### src/rtl/cpu_seq.sv
// Run/step sequencer for picoMIPS: gates PC/ACC/regfile through one clock-enable.
// Stalls on switch-input instructions until GO, single-steps, and halts on branch-to-self.
module cpu_seq #(
    parameter int p_size    = 6,
    parameter int DB_CYCLES = 4,
    parameter int CNT_W     = 16
) (
    input  logic              clk,
    input  logic              reset,
    input  logic              sw_go,
    input  logic              step_mode,
    input  logic              in_en,
    input  logic [p_size-1:0] pc_out,
    output logic              cpu_en,
    output logic              in_take,
    output logic              halted,
    output logic              busy,
    output logic [CNT_W-1:0]  instr_count
);

    localparam int DB_W = (DB_CYCLES > 1) ? $clog2(DB_CYCLES) : 1;
    localparam logic [DB_W-1:0] DB_MAX = DB_W'(DB_CYCLES - 1);

    typedef enum logic [2:0] {
        S_IDLE,
        S_RUN,
        S_WAIT_IN,
        S_WAIT_REL,
        S_STEP,
        S_HALT
    } state_t;

    state_t            state_q, state_d;
    logic              sync1_q, sync1_d;
    logic              sync_q, sync_d;
    logic              go_db_q, go_db_d;
    logic              go_prev_q, go_prev_d;
    logic [DB_W-1:0]   cnt_q, cnt_d;
    logic [p_size-1:0] last_pc_q, last_pc_d;
    logic              pc_valid_q, pc_valid_d;
    logic [CNT_W-1:0]  instr_count_q, instr_count_d;
    logic              go_rise;

    assign go_rise = go_db_q & ~go_prev_q;

    always_comb begin
        sync1_d   = sw_go;
        sync_d    = sync1_q;
        go_db_d   = go_db_q;
        go_prev_d = go_db_q;
        cnt_d     = cnt_q;
        if (sync_q == go_db_q) begin
            cnt_d = '0;
        end else if (cnt_q == DB_MAX) begin
            go_db_d = sync_q;
            cnt_d   = '0;
        end else begin
            cnt_d = cnt_q + 1'b1;
        end
    end

    always_comb begin
        state_d = state_q;
        cpu_en  = 1'b0;
        in_take = 1'b0;
        case (state_q)
            S_IDLE: begin
                if (go_rise) state_d = step_mode ? S_STEP : S_RUN;
            end
            S_RUN: begin
                if (step_mode)  state_d = S_STEP;
                else if (in_en) state_d = S_WAIT_IN;
                else            cpu_en  = 1'b1;
            end
            S_WAIT_IN: begin
                if (go_rise) begin
                    cpu_en  = 1'b1;
                    in_take = 1'b1;
                    state_d = S_WAIT_REL;
                end
            end
            // Wait for GO release so one press cannot feed two input instructions.
            S_WAIT_REL: begin
                if (!go_db_q) state_d = step_mode ? S_STEP : S_RUN;
            end
            S_STEP: begin
                if (go_rise) begin
                    cpu_en  = 1'b1;
                    in_take = in_en;
                end else if (!step_mode) begin
                    state_d = S_RUN;
                end
            end
            S_HALT:  state_d = S_HALT;
            default: state_d = S_IDLE;
        endcase
        // An enabled cycle that re-executes the previous PC is the branch-to-self idiom.
        if (cpu_en && pc_valid_q && (pc_out == last_pc_q)) state_d = S_HALT;
    end

    always_comb begin
        last_pc_d     = cpu_en ? pc_out : last_pc_q;
        pc_valid_d    = pc_valid_q | cpu_en;
        instr_count_d = instr_count_q;
        if (cpu_en && (instr_count_q != '1)) instr_count_d = instr_count_q + 1'b1;
    end

    always_ff @(posedge clk) begin
        if (reset) begin
            state_q       <= S_IDLE;
            sync1_q       <= 1'b0;
            sync_q        <= 1'b0;
            go_db_q       <= 1'b0;
            go_prev_q     <= 1'b0;
            cnt_q         <= '0;
            last_pc_q     <= '0;
            pc_valid_q    <= 1'b0;
            instr_count_q <= '0;
        end else begin
            state_q       <= state_d;
            sync1_q       <= sync1_d;
            sync_q        <= sync_d;
            go_db_q       <= go_db_d;
            go_prev_q     <= go_prev_d;
            cnt_q         <= cnt_d;
            last_pc_q     <= last_pc_d;
            pc_valid_q    <= pc_valid_d;
            instr_count_q <= instr_count_d;
        end
    end

    assign halted      = (state_q == S_HALT);
    assign busy        = (state_q == S_RUN) || (state_q == S_STEP);
    assign instr_count = instr_count_q;

endmodule

### config.mk
export PLATFORM = sky130hd
export DESIGN_NAME = cpu_seq
export DESIGN_NICKNAME = d
export VERILOG_FILES = /design/src/rtl/cpu_seq.sv
export SDC_FILE = /design/constraint.sdc
export NUM_CORES = 1
export LEC_CHECK = 0
export CAP_MARGIN = 20
export CORE_MARGIN = 2
export CORE_UTILIZATION = 51
export DETAILED_ROUTE_END_ITERATION = 10
export PLACE_DENSITY = 0.91
export SYNTH_ARGS = -nofsm -noshare
export SYNTH_HDL_FRONTEND = slang
export SYNTH_SLANG_ARGS = --single-unit
### constraint.sdc
create_clock -name clk -period 2.3 [get_ports clk]
set_clock_uncertainty 0.15 [all_clocks]
set_input_delay 0.46 -clock clk [delete_from_list [all_inputs] [get_ports clk]]
set_output_delay 0.46 -clock clk [all_outputs]
set_load 0.01 [all_outputs]
# Word-level counts from Yosys, hierarchy flattened
# Index checks and enable logic that the tools add are counted.
# totals
input_bits,11
register_bits,32
out_inout_bits,20
wordCells,64
# classes
eq_ne,21
n_bitwise,4
n_mux,16
reduce_logical,11
addsub,2
# op_table
cell,count
$mux W3,9
$ne A3 B3 Y1 const B,6
$pmux W3 S6,1
$add A16 B1 Y16 const B,1
$ne A16 B16 Y1 const B,1
$reduce_and A6 Y1,2
$ne A2 B2 Y1 const B,5
$eq A3 B2 Y1 const B,2
$eq A3 B3 Y1 const B,2
$eq A6 B6 Y1,1
$mux W1,4
$ne A4 B4 Y1 const B,1
$pmux W1 S2,2
$reduce_or A2 Y1,2
$eq A3 B1 Y1 const B,1
$logic_and A1 B1 Y1,3
$logic_not A3 Y1,1
$reduce_or A3 Y1,1
$add A2 B1 Y2 const B,1
$eq A2 B2 Y1 const B,1
$not A1 Y1,2
$reduce_and A2 Y1,1
$and A1 B1 Y1,1
$eq A1 B1 Y1,1
2 further kinds,2

# Longest topological paths before layout
# Gate-level depths: netlist of the first run.
# depth
ltp_word,8
ltp_mapped,7
depth_no_buf,6

# Least setup slack after synthesis of the first run
# Ideal clock, no wire load.
# synth_path
path_kind,register to register
from,"register instr_count_q[0], in the netlist instr_count[0]"
to,"register instr_count_q[0], in the netlist instr_count[0]"
setup_ps,128
required_time_ps,2022
arrival_ps,1685
setup_slack_ps,337
path_stages_with_launch,8
path_buffers,1
synth_period_minus_slack_ps,1963
path_cell_list,dfxtp_1 > ha_1 > nand3_2 > nor4_4 > buf_4 > nor2_1 > xnor2_1 > nor2_1
# synth_via
elab_chain_cells,2
elab_cells_between_ends,3
cone_classes,1 x add/sub; 1 x eq/ne; 1 x reduce/logical
# synth_lines
element,line,rtl
"start, declared",41,"logic [CNT_W-1:0] instr_count_q, instr_count_d;"
"start signal, assigned",128,instr_count_q <= instr_count_d;
"parallel branches: the longest is 2 deep, another holds $add A16 B1 Y16",-,
# Several ways; the timed one is not identified.
# A chain may end at the register's enable or synchronous reset.

# Final worst setup path of the first run
# layout_path
from,input port step_mode
to,output port cpu_en
# layout_via
elab_chain_cells,2
# layout_lines
element,line,rtl
"start, declared",11,"input logic step_mode,"
$mux W1,71,if (step_mode) state_d = S_STEP;
$pmux W1 S2,66,case (state_q)
"end, declared",14,"output logic cpu_en,"
# No other way between the ends.

==> results of run 1 <==
-- metrics by stage --
stage | total power, mW | utilization, % | cell area (sq um) | hold slack, ns | setup slack [ns]
finish | 0.9325 | 68.48 | 2091 | 0.3040 | 0.08395
global route | 0.9678 | 68.48 | 2091 | 0.3291 | 0.02396
CTS | 0.9390 | 68.11 | 2079 | 0.3073 | 0.008915
detailed placement | 0.6162 | 65.29 | 1993 | 0.2822 | -0.2363
global placement | 0.6153 | 65.29 | 1993 | 0.2578 | -0.2039
floorplan | 0.5866 | - | 1629 | 0.2474 | 0.3372
-- layout make-up --
class / instances / area [sq um]
clock buffers: 8 / 58.81
repair buffers: 41 / 386.6
fillers: 258 / 962.2
multi-input cells: 133 / 910.9
flip-flops and latches: 32 / 653.1
inverters: 7 / 26.28
well taps: 44 / 55.05
-- critical path, delay by kind of cell --
family / cells / cell delay [ns]
buf+inv: 3 / 0.78
compound gates: 1 / 0.13
simple gates: 1 / 0.24
-- cells in the mapped netlist (2+ instances only) --
cell type	number	share of area, %
clkbuf_1	3	0.69
o211ai_1	2	0.92
buf_4	2	0.92
and2_1	2	0.77
nand2_1	6	1.4
nor3b_1	2	0.92
nor4_2	4	3.1
xor2_1	7	3.8
dfxtp_1	32	39
buf_2	2	0.61
nand3_1	6	1.8
nor4_4	2	2.6
a21oi_1	4	1.2
inv_1	7	1.6
xnor2_1	15	8.1
nor3_1	12	3.7
o21ai_0	6	1.8
nor2b_1	5	1.9
mux2i_1	7	4.3
ha_1	2	1.5
and3_1	2	0.77
nor2_1	28	6.5
buf_6	2	1.4
nor4_1	2	0.77
nand4_1	4	1.5
-- power breakdown --
group	internal, mW	switching, mW
Clock	0.151	0.183
Sequential	0.552	0.00112
Combinational	0.0251	0.0209
Total	0.728	0.205
-- kinds of logic (layout without fill, tap and decap cells) --
kind of cell    count (synthesis)  in the layout  share of synthesized area [%]
compound gates                 18             18                          7.220
mux                             7              7                          4.301
xor+xnor                       22             22                          11.83
buf+inv                        16             56                          5.223
fa+ha+maj                       3              3                          2.150
simple gates                   83             83                          29.95
flops                          32             32                          39.32
-- registers in the layout, summed over array words and instances (netlist names) --
signal       count
cnt_q            2
go_db_q          1
go_prev_q        1
instr_count     16
last_pc_q        6
pc_valid_q       1
state_q          3
sync1_q          1
sync_q           1
-- worst max-delay path by stage --
stage	end	depth (start not counted)	startpoint
global placement	cpu_en	5	step_mode
CTS	halted	3	state_q[0]
global route	cpu_en	5	step_mode
detailed placement	cpu_en	5	step_mode
floorplan	instr_count[0]	7	instr_count[0]
finish	cpu_en	5	step_mode
-- layer usage --
metal | vias up | routed length [um] | track usage (%)
met5 | - | 0 | 0
met4 | 0 | 56 | 8.385
met3 | 6 | 152 | 5.117
met2 | 37 | 1535 | 33.70
met1 | 664 | 1462 | 25.20
li1 | 712 | - | -
-- what timing repair did --
action / in CTS / in global routing
endpoints found under the setup margin: 3 / 3
pin swaps: 0 / 1
hold buffers: 0 / 0
gates resized for setup: 9 / 5
hold endpoints to repair: 0 / 0
buffers inserted: 2 / 0
==> results, run 1 <==
- Setup repair after global routing left no endpoint under its margin.
- The instance count after placement with tap cells included is 255.
- The number of antenna-violating nets in the routed design is 0.
- The synthesized instance count is 181.
- The maximum clock rate is 0.4513 GHz.
- Counting every net in the synthesized netlist gives roughly 190.
- The destination of the worst hold path is sync_q.
- The share of cells above drive strength 1 is 14.93%.
- The maximum level of the CTS H-tree is 2.
- The synthesized netlist contains 40 unique library cells.
- In this run the power density over the cells is 446.0 mW/mm^2.
- The number of remaining DRC errors is 0.
- The Yosys step of the flow raised 0 warnings.
- The end of the worst register-to-register path is instr_count[2].
- At the pin with the least slew margin, the transition time is 0.3295 ns.
- The minimum clock period after layout is 2.216 ns.
- The highest ir drop seen on vdd is roughly 0.00039 V.
- STA classifies the critical path startpoint as an input pin.
- STA puts the critical path data required time at 1.69 ns.
- The worst setup path category is in -> out.
- The arrival time of the worst setup path is 1.61 ns.
- The overall overflow remaining after global route is 0.
- STA classifies the critical path endpoint as an output pin.
- The final layout contains 233 nets.
- The clock latency on the worst-skew pair is 0.33 ns.
- The final wirelength is approximately 3200 um.
- In the finished design, the share of the clock period the worst path needs comes to between 90% and 100%.
- The share of the Yosys chip area taken by registers is approximately two fifths.
- In the layout the commonest cells are nor2_1, dfxtp_1, clkdlybuf4s50_1.
- The reg2reg setup slack is 0.26 ns.
- The number of clock buffers added by TritonCTS is 5.
- Counting flops with an async set or reset pin after synthesis yields a share of 0%.
- The highest cell delay on the worst timing path is about 0.46 ns.
- The number of hold violations in the final report is 0.
- For this block, the initial DRC count from the detailed router was 73.
- Counting cells, the worst reg-to-reg path comes to 8.
- The die is 60.52 um wide.
- The number of top-level pins is 31.
- The die is between 60 and 70 um tall.
- The sum of negative setup slack is 0 ns.
- The global router's overall resource usage is 20.27%.
- Synthesis inferred 32 register bits.
- The weighted congestion reported at the end of routability-driven placement is 0.8633.
- The longest clock path from root to sink contains 2 buffers.
- The signal on the critical path passes through clkdlybuf4s50_1 -> nor4_4 -> a22oi_2 -> inv_1 -> clkdlybuf4s15_1.
- The leakage power figure is 0.8162 nW.
- The initial antenna violation count is 0.
- In this run the cell area of the synthesized design comes to approximately 0.0016 sq mm.
- The post-synthesis average cell area is 9.000 sq um.
- The post-detailed-route via-to-cell ratio is approximately 5.4.
- The number of max-capacitance violations reported is 0.
- The number of enable-type register cells in the synthesized netlist is 0.
- The flow ran to the end, and the final reports show no timing, DRC or antenna violations.
- After legalization and detailed placement, the total HPWL measured ~2300 um.
- Counting instances, the worst hold path has a depth of 1.
- In this run the worst hold path is classified as reg -> reg.
- CTS placed an instance of clkbuf_4 at the clock tree root.
- The number of search-and-repair iterations in the first detailed-routing pass is 4.
- The TritonCTS sink count is 32.
- The final standard cell count with taps included and fillers excluded is 265.
- The TritonCTS clock tree is built.
- For this design, the slowest cell found on the critical path is clkdlybuf4s50_1.
- Of all nets on the critical path, the largest fanout is 2.
- The number of max-slew violations in the final report is 0.
- The pin count of the biggest net entering global routing is 17.
- The floorplan step defined a core boundary enclosing 0.003053 sq mm.
- The clock-pin slew of the registers on the worst-case setup and hold paths is 0.10 ns.
- Once the floorplan was initialized, standard cells occupied about 53% of the core.
- The start point of the worst hold path is sync1_q.
- Input and output buffers added on the ports amount to 30.
- The flip-flop cell with the highest count after synthesis is dfxtp_1.
- The row count is 20.
- The worst slew slack as a fraction of its limit is between 70 and 80%.
- Detailed routing inserted a total of 1419 vias.
- The die footprint is 0.003662 sq mm.
- The final routed wire length divided by cell count is ~12 um.
- The number of antenna diodes in the final layout is 0.
- Setup violations remaining at the end of the flow were counted as 0.
- The first-pass GRT wire length is 5568 um.
- The via count of the first global-routing pass is about 1300.
- The layout overhead on the synthesized area is 28.34%.
- The startpoint of the most critical register-to-register path is state_q[2].
(Power assumes the default switching activity.)
==> inputs of run 2 (changes only) <==
CORE_UTILIZATION = 46   (was 51)
CTS_CLUSTER_SIZE = 24   (was default)
PLACE_DENSITY = 0.87   (was 0.91)
SKIP_CTS_REPAIR_TIMING = 1   (was default)
clock period = 1.9 ns   (was 2.3 ns; I/O delays follow)
==> run 2 against run 1 <==
Against the previous run: the flow now finishes with violations (setup timing); clock power grew 25%; setup slack got worse by 0.19 ns; routed wire length increased by 46%.
==> results, run 2 (synthesized netlist as in run 1, its figures left out) <==
- The clock reaches the later pin of the worst-skew pair after roughly 0.35 ns.
- The count of buffers inserted at the top-level ports is 30.
- The clock-pin slew of the registers on the worst-case setup and hold paths is 0.10 ns.
- The via count of the first global-routing pass is ~1500.
- The number of filler cells placed in the layout is 257.
- In the routed layout, each cell is associated on average with a via count of 5.352.
- The class of the tightest hold or removal check is reg -> reg.
- The total power is 1.144 mW.
- The die footprint is 0.004034 sq mm.
- The total of endpoints with negative setup slack in the final report is 2.
- The floorplan step defined a core boundary enclosing 0.003363 sq mm.
- The overall overflow remaining after global route is 0.
- The cell at the root of the clock tree is clkbuf_4.
- The maximum level of the CTS H-tree is 2.
- The TritonCTS clock tree is built.
- The register area is approximately 660 sq um.
- The pin count of the biggest net entering global routing is 18.
- The number of top-level pins is 31.
- The final critical path takes up 105.7% of the cycle.
- The layout overhead on the synthesized area is 51.69%.
- The maximum fanout encountered on the critical timing path is 4.
- The final routed wire length divided by cell count is 16.03 um.
- The leakage power figure is 1.091 nW.
- The number of max-slew violations in the final report came to 0.
- The worst setup path category is reg -> out.
- The initial antenna violation count is 0.
- In the final design database the tool counted 259 nets.
- The multi-input combinational cell area is 0.001046 sq mm.
- In the layout the commonest cells are buf_4, nor2_1, dfxtp_1.
- The number of remaining DRC errors is 0.
- The first-iteration detailed-routing DRC count is 40.
- The kind of end point of the critical path is an output pin.
- The via count of the routed design is 1568.
- The maximum clock rate is 0.4978 GHz.
- The checks that failed: setup timing.
- The clock passes through at most 2 buffers.
- The library cell used most frequently in the layout, excluding fill and tap cells, is buf_4.
- At the worst endpoint, the required time is 1.37 ns.
- The first-pass GRT wire length is 6348 um.
- The initialized floorplan defines 21 standard-cell rows.
- The pre-antenna-repair detailed-routing pass consisted of 6 iterations.
- At the pin with the least slew margin, the transition time is 0.3080 ns.
- The number of max-capacitance violations reported is 0.
- The die is 63.51 um tall.
- The width of the die is ~64 um.
- The final wirelength is 4696 um.
- The global router's overall resource usage is 20.05%.
- After legalization and detailed placement, the total HPWL measured 2696 um.
- The arrival time of the worst setup path is 1.48 ns.
- The worst slew slack as a fraction of its limit is 79.31%.
- The worst path in the final design needs a cycle of 2.009 ns, including I/O delays and setup.
- Buffers inserted during clock tree synthesis total 5.
- The number of flip-flops in the largest register is 16.
- The effective utilization at floorplan is 48.44%.
- For this design, the sink count on the clock tree is 32.
- STA classifies the critical path startpoint as a register.
- The run finished, with violations left.
- At the end of routability-driven placement, the weighted congestion stood at 0.9397.
- IR analysis of the VDD net gives a maximum drop of 0.0003587 V.
- The sum of negative setup slack is -0.1790 ns.
- Setup repair after global routing could not meet its margin everywhere.
- The number of hold violations in the final report is 0.
- The share of cells above drive strength 1 is 31.58%.
- The ratio of total power to cell area is 463.1 mW/mm^2.
- In this run the remaining antenna-violating nets after routing total 0.
- In the post-route analysis, the smallest setup slack over all paths is -0.1087 ns.
- 0 antenna diodes ended up in the layout.
[run 2: cell count changes in the layout (fill, tap and decap cells not counted), moves of 5 or more]
cell / previous run / this run
buf_6: 0 / 7
nor4_4: 2 / 7
clkdlybuf4s50_1: 26 / 18
buf_4: 11 / 29
nor3_1: 12 / 6
dlymetal6s2s_1: 2 / 9
[run 2: power breakdown]
group / internal, mW / switching [mW] / leakage, nW
clock: 0.182 / 0.233 / 0.0326
combinational: 0.0313 / 0.0279 / 0.795
sequential: 0.668 / 0.00141 / 0.263
[run 2: cell type report]
cell class	instances	area share, %
well taps	46	2.329
inverters	7	1.063
flip-flops and latches	32	26.63
clock buffers	8	2.380
repair buffers	67	25.27
multi-input cells	133	42.33
[run 2: path summary, 6_finish.rpt]
path	endpoint	cells after the start	start	slack, ns
setup reg to reg	instr_count[1]	10	state_q[2]	0.04
hold / removal	sync_q	1	sync1_q	0.29
hold reg to reg	sync_q	1	sync1_q	0.29
setup / recovery	in_take	7	state_q[2]	-0.11
[run 2: per-layer routing]
layer / global-route usage (%) / part of all wire (%)
met1: 22.27 / 38
met2: 35.26 / 51
met3: 3.929 / 5.7
met4: 11.68 / 5.0
met5: 0 / 0
[run 2: worst max-delay path, stage by stage, from the launching register on]
cell      delay [ns]
dfxtp_4         0.37
buf_6           0.11
buf_6           0.11
nor2b_2         0.15
nand2_1         0.06
o21ai_0         0.06
and2_1          0.15
clkbuf_2        0.12
[run 2: per-stage QoR]
step           worst slack, ns  cells  hold WS (ns)  area, sq um  util [%]
6_report               -0.1087    293        0.2939         2471     73.47
5_1_grt                -0.1993    293        0.3084         2471     73.47
4_1_cts                -0.4721    284        0.2954         2210     65.70
3_5_place_dp           -0.4607    276        0.2747         2151     63.95
3_3_place_gp           -0.4498    276        0.2593         2151     63.95
2_1_floorplan          0.07617    181        0.2474         1629         -
